### src/rtl/three_to_eight_bit.sv
// -----------------------------------------------------------------------------
// three_to_eight_bit
//
// Registered 3-to-8 one-hot decoder with a valid/ready input side, a
// valid/ready output side and an automatic sweep mode that emits codes 0..7.
//
// Handshake semantics (both sides): a transfer happens on a rising clock edge
// where valid=1 and ready=1 were both high during the preceding cycle. A
// source holding valid=1 keeps its data stable until that transfer happens.
// Ready may depend combinationally on the other side's ready.
//
// Ports
//   clk          in   1  rising-edge clock
//   rst          in   1  asynchronous, active-high reset
//   y            in   3  binary code to decode
//   v            in   1  y is offered when v=1
//   ready        out  1  y is accepted this cycle when ready=1 and v=1
//   sweep_start  in   1  single-cycle request to emit codes 0..7
//   A            out  8  registered one-hot value, bit[code]=1
//   code_out     out  3  registered copy of the code that produced A
//   a_valid      out  1  A/code_out hold an unconsumed result
//   a_ready      in   1  downstream consumes when a_valid=1 and a_ready=1
//   busy         out  1  FSM state observation: 1 exactly while in SWEEP
// -----------------------------------------------------------------------------
module three_to_eight_bit (
  input  logic       clk,
  input  logic       rst,
  input  logic [2:0] y,
  input  logic       v,
  output logic       ready,
  input  logic       sweep_start,
  output logic [7:0] A,
  output logic [2:0] code_out,
  output logic       a_valid,
  input  logic       a_ready,
  output logic       busy
);

  typedef enum logic {
    IDLE  = 1'b0,
    SWEEP = 1'b1
  } state_t;

  state_t     state;
  state_t     state_nxt;
  logic [2:0] cnt;

  logic       out_free;
  logic       load_in;
  logic       load_sweep;
  logic       load;
  logic [2:0] load_code;

  // ---------------------------------------------------------------------------
  // FSM state register
  // ---------------------------------------------------------------------------
  always_ff @(posedge clk or posedge rst) begin
    if (rst) begin
      state <= IDLE;
    end else begin
      state <= state_nxt;
    end
  end

  // ---------------------------------------------------------------------------
  // FSM next-state logic
  // ---------------------------------------------------------------------------
  always_comb begin
    state_nxt = state;
    case (state)
      IDLE: begin
        if (sweep_start) begin
          state_nxt = SWEEP;
        end
      end
      SWEEP: begin
        // The load of code 7 is the last one; leave on that same edge so the
        // counter wrap never produces a ninth result.
        if (load_sweep && (cnt == 3'd7)) begin
          state_nxt = IDLE;
        end
      end
      default: state_nxt = IDLE;
    endcase
  end

  // ---------------------------------------------------------------------------
  // FSM output / control logic
  // ---------------------------------------------------------------------------
  always_comb begin
    // The output register can take a new value if it is empty or is being
    // drained on this same edge.
    out_free   = !a_valid || a_ready;
    // sweep_start wins over v, so ready drops in the cycle it is requested.
    // rst is included so no handshake is advertised while reset is held.
    ready      = (state == IDLE) && !sweep_start && out_free && !rst;
    load_in    = v && ready;
    load_sweep = (state == SWEEP) && out_free;
    load       = load_in || load_sweep;
    load_code  = load_sweep ? cnt : y;
    busy       = (state == SWEEP);
  end

  // ---------------------------------------------------------------------------
  // Sweep counter
  // ---------------------------------------------------------------------------
  always_ff @(posedge clk or posedge rst) begin
    if (rst) begin
      cnt <= 3'd0;
    end else if ((state == IDLE) && sweep_start) begin
      cnt <= 3'd0;
    end else if (load_sweep) begin
      cnt <= cnt + 3'd1;
    end
  end

  // ---------------------------------------------------------------------------
  // Output register stage
  // ---------------------------------------------------------------------------
  always_ff @(posedge clk or posedge rst) begin
    if (rst) begin
      A        <= 8'h00;
      code_out <= 3'd0;
      a_valid  <= 1'b0;
    end else if (load) begin
      A        <= 8'd1 << load_code;
      code_out <= load_code;
      a_valid  <= 1'b1;
    end else if (a_ready) begin
      // Consume without replacement: data is kept, only valid drops.
      a_valid  <= 1'b0;
    end
  end

endmodule

### config.mk
export PLATFORM = sky130hd
export DESIGN_NAME = three_to_eight_bit
export DESIGN_NICKNAME = d
export VERILOG_FILES = /design/src/rtl/three_to_eight_bit.sv
export SDC_FILE = /design/constraint.sdc
export NUM_CORES = 1
export LEC_CHECK = 0
export ABC_AREA = 0
export BUFFER_PORTS_ARGS = -buffer_cell sky130_fd_sc_hd__buf_2
export CORE_MARGIN = 4
export CORE_UTILIZATION = 32
export DETAILED_ROUTE_END_ITERATION = 16
export GPL_TIMING_DRIVEN = 0
export RECOVER_POWER = 25
export SETUP_SLACK_MARGIN = 0.05
export SLEW_MARGIN = 5
export SYNTH_ARGS = -nofsm -noshare
export SYNTH_HDL_FRONTEND = slang
export SYNTH_SLANG_ARGS = --single-unit
export TNS_END_PERCENT = 10
### constraint.sdc
create_clock -name clk -period 1.2 [get_ports clk]
set_clock_uncertainty 0.05 [all_clocks]
set_input_delay 0.24 -clock clk [delete_from_list [all_inputs] [get_ports clk]]
set_output_delay 0.24 -clock clk [all_outputs]
set_load 0.01 [all_outputs]
==> metrics.md <==
| Metric | Value |
|---|---|
| TritonCTS Buffers | 3 |
| Combinational fraction of design power | 0.496 |
| Clk network pwr share | 0.118 |
| Initial DRC count | 13 |
| Total GRT Usage | 0.136 |
| CTS tree | done |
| Final core utilization | 0.482 |
| First-pass GRT wire length | 3.65 mm |
| CTS sink count | 16 |
| Core area | 2500 um^2 |
| Critical path origin | busy$_DFF_PP0_ |
| Distinct cells, synth | 26 |
| DRC violations left | 0 |
| Synth Register Bits | 16 |
| Root buffer cell | clkbuf_4 |
| Post-place setup slack | -346 ps |
| Slowest stage delay, CP | 430 ps |
| H-Tree Depth | 1 |
| Cell area after layout | 1200 um^2 |
| Clk_lat worst skew | 280 ps |
| Cells along the critical path | buf_8, nor2_4, and3_4, buf_6 |
| Cell Area, Synth | 852 um^2 |
| Sequential area share after synthesis | 0.470 |
| Clk buf depth | 2 |
| Placed inst area | 1080 um^2 |
| Initial Util | 0.341 |
| Row count | 18 |
| Drt pass-1 iters | 4 |
| Failing checks | hold timing, setup timing |
| Hold violation total from the final report | 16 |
| Total congestion overflow | 0 |
| Port Buffers | 21 |
| Crit start category | flip-flop |
| Yosys Warn Count | 0 |
| CP Class | reg2out |
| Tmin final | 1470 ps |
| Number of global-route vias before repair | 804 |
| R2r setup slk | -230 ps |
| Largest family of logic cells by synthesized area | compound AO/OA/AOI/OAI gates |
| Reg-to-reg startpoint | busy$_DFF_PP0_ |
| PD cells | 2130 nW/um^2 |
| Max Fanout on Critical Path | 2 |
| Crit path DAT | 1180 ps |
| Synth Area in Compound Gates | 0.283 |
| Hpwl dp | 1.48 mm |
| Cells on worst reg2reg path | 5 |
| Via density | 5.22 |
| CTS clk-pin slew, worst paths | 100 ps |
| Relative slew margins | 0.739 |
| Total Nets Final | 126 |
| XOR/XNOR share of the synthesized area | 0 |
| Critical path capture point type | output port |
| RSZ-0062 raised after global routing | yes |
| Layout area overhead | 41.4% |
| Final Max Slew Viols | 0 |
| Antenna Nets Post-Route | 0 |
| Slowest-stage cell, CP | dfrtp_2 |
| Final WL | 2.05 mm |
| Maximum number of pins on one net before global-route repair | 18 |
| Worst EP required | 910 ps |
| Final Setup Violations | 18 |
| Syn Area/Cell | 10.0 um^2 |
| Total number of vias | 757 |
| Final period util | 1.23 |
| FMAX | 678 MHz |
| Internal | 1.49 mW |
| Tightest Pin Transition | 391 ps |
| Drt wl/cell | 14.1 um |
| Seq pwr share | 0.386 |
| Die Y | 59.6 um |
| Commonest non-fill, non-tap cells in the layout | buf_2, dfrtp_1, nand2_1, o21ai_1, buf_4 |
| Worst R2R End | A[6]$_DFFE_PP0P_ |
| Layout cells sized above 1 | 0.504 |
| Most common cell after layout, fill and taps aside | buf_2 |
| Die Footprint | 3550 um^2 |
| Hold slack final | -118 ps |
| Initial antenna violation count | 0 |
| Post-layout worst setup margin | -274 ps |
| Routability Congestion | 0.847 |
| P_leak | 0.518 nW |
| Psw | 1.08 mW |
| Sw frac | 0.418 |
| IO Count | 22 |
| Crit-path leading delay family | flip-flops |
| Post-synthesis mux area share | 0.0367 |
| Status | complete, but fails checks |
| Post-synthesis adder-cell area fraction | 0.0294 |
| Hold Path Class | in2async |
| Ant. Diodes | 0 |
| Post-Synth Simple-Gate Area | 0.117 |
| Die Width | 59.6 um |
| Max VDD drop | 1440 uV |
| Max cap viols | 0 |
| Synthesized Nets | 95 |
| WP buf/inv | 2 |
| Mapped Cells | 85 |
[cell usage after synthesis, drive strengths merged]
library cell  instances  area, um^2
nand2                13        48.8
nor2                  1        3.75
mux2                  1        11.3
inv                   6        22.5
a31oi                 1        6.26
a22o                  2        17.5
a211oi                3        22.5
dfrtp                16         400
a41oi                 6        52.6
and2                  1        6.26
o21ai                11        55.1
nand3b                1        7.51
ha                    2        25.0
buf                   5        31.3
nor3b                 1        7.51
a2111oi               3        45.1
o31ai                 1        12.5
nand2b                2        20.0
a21oi                 6        30.0
and3                  1        6.26
mux2i                 2        20.0
[cell families (layout without fill, tap and decap cells)]
family,after synthesis,after routing
buffers and inverters,11,41
adders and majority gates,2,2
AOI/OAI and AO/OA,33,33
DFF,16,16
and+or+nand+nor,20,20
muxes,3,3
[how the worst max path moves through the flow]
| stage | to | depth (start not counted) |
|---|---|---|
| after detailed placement | ready | 4 |
| after CTS | ready | 4 |
| after floorplan | A[2]$_DFFE_PP0P_ | 4 |
| final | ready | 4 |
| after global placement | ready | 4 |
| after global routing | ready | 4 |
[repair_timing]
item,in CTS,in global routing
hold endpoints to repair,16,16
cloned,0,0
pin swaps,5,4
buffers inserted,4,1
endpoints found under the setup margin,17,21
resized for setup,13,3
[power by group through the flow]
stage / combinational, mW / sequential [mW] / clock [mW]
floorplan: 0.715 / 1.05 / 0
detailed placement: 1.11 / 1.01 / 0
global route: 1.42 / 1.03 / 0.345
CTS: 1.26 / 0.993 / 0.317
global placement: 1.08 / 0.999 / 0
finish: 1.27 / 0.993 / 0.303
[flip-flops by register name, indices dropped and copies added (netlist names)]
name / cells
A: 8
cnt: 3
code_out: 3
a_valid: 1
busy: 1
[layer usage]
layer  part of all wire  track usage  up-vias
li1                   -            -      372
met1               0.45        0.166      369
met2               0.49        0.234       14
met3              0.054       0.0327        2
met4             0.0083       0.0411        0
met5                  0            0        -
[final cells by class]
| type | count | area [um^2] |
|---|---|---|
| Fill cell | 236 | 1290 |
| Inverter | 6 | 26.3 |
| Tap cell | 30 | 37.5 |
| Clock buffer | 4 | 26.3 |
| Buffer | 5 | 60.1 |
| Timing Repair Buffer | 26 | 153 |
| Sequential cell | 16 | 404 |
| Multi-Input combinational cell | 58 | 498 |
[per-stage QoR]
step	hold slack, ps	setup TNS, ps	power, mW	instances
5_1_grt	-93.9	-4500	2.79	145
6_report	-118	-3210	2.57	145
2_1_floorplan	109	-72.8	1.76	85
3_3_place_gp	306	-1230	2.08	136
3_5_place_dp	324	-1500	2.12	136
4_1_cts	-110	-2230	2.57	144
Note: power is estimated with default switching activity, not from simulation.
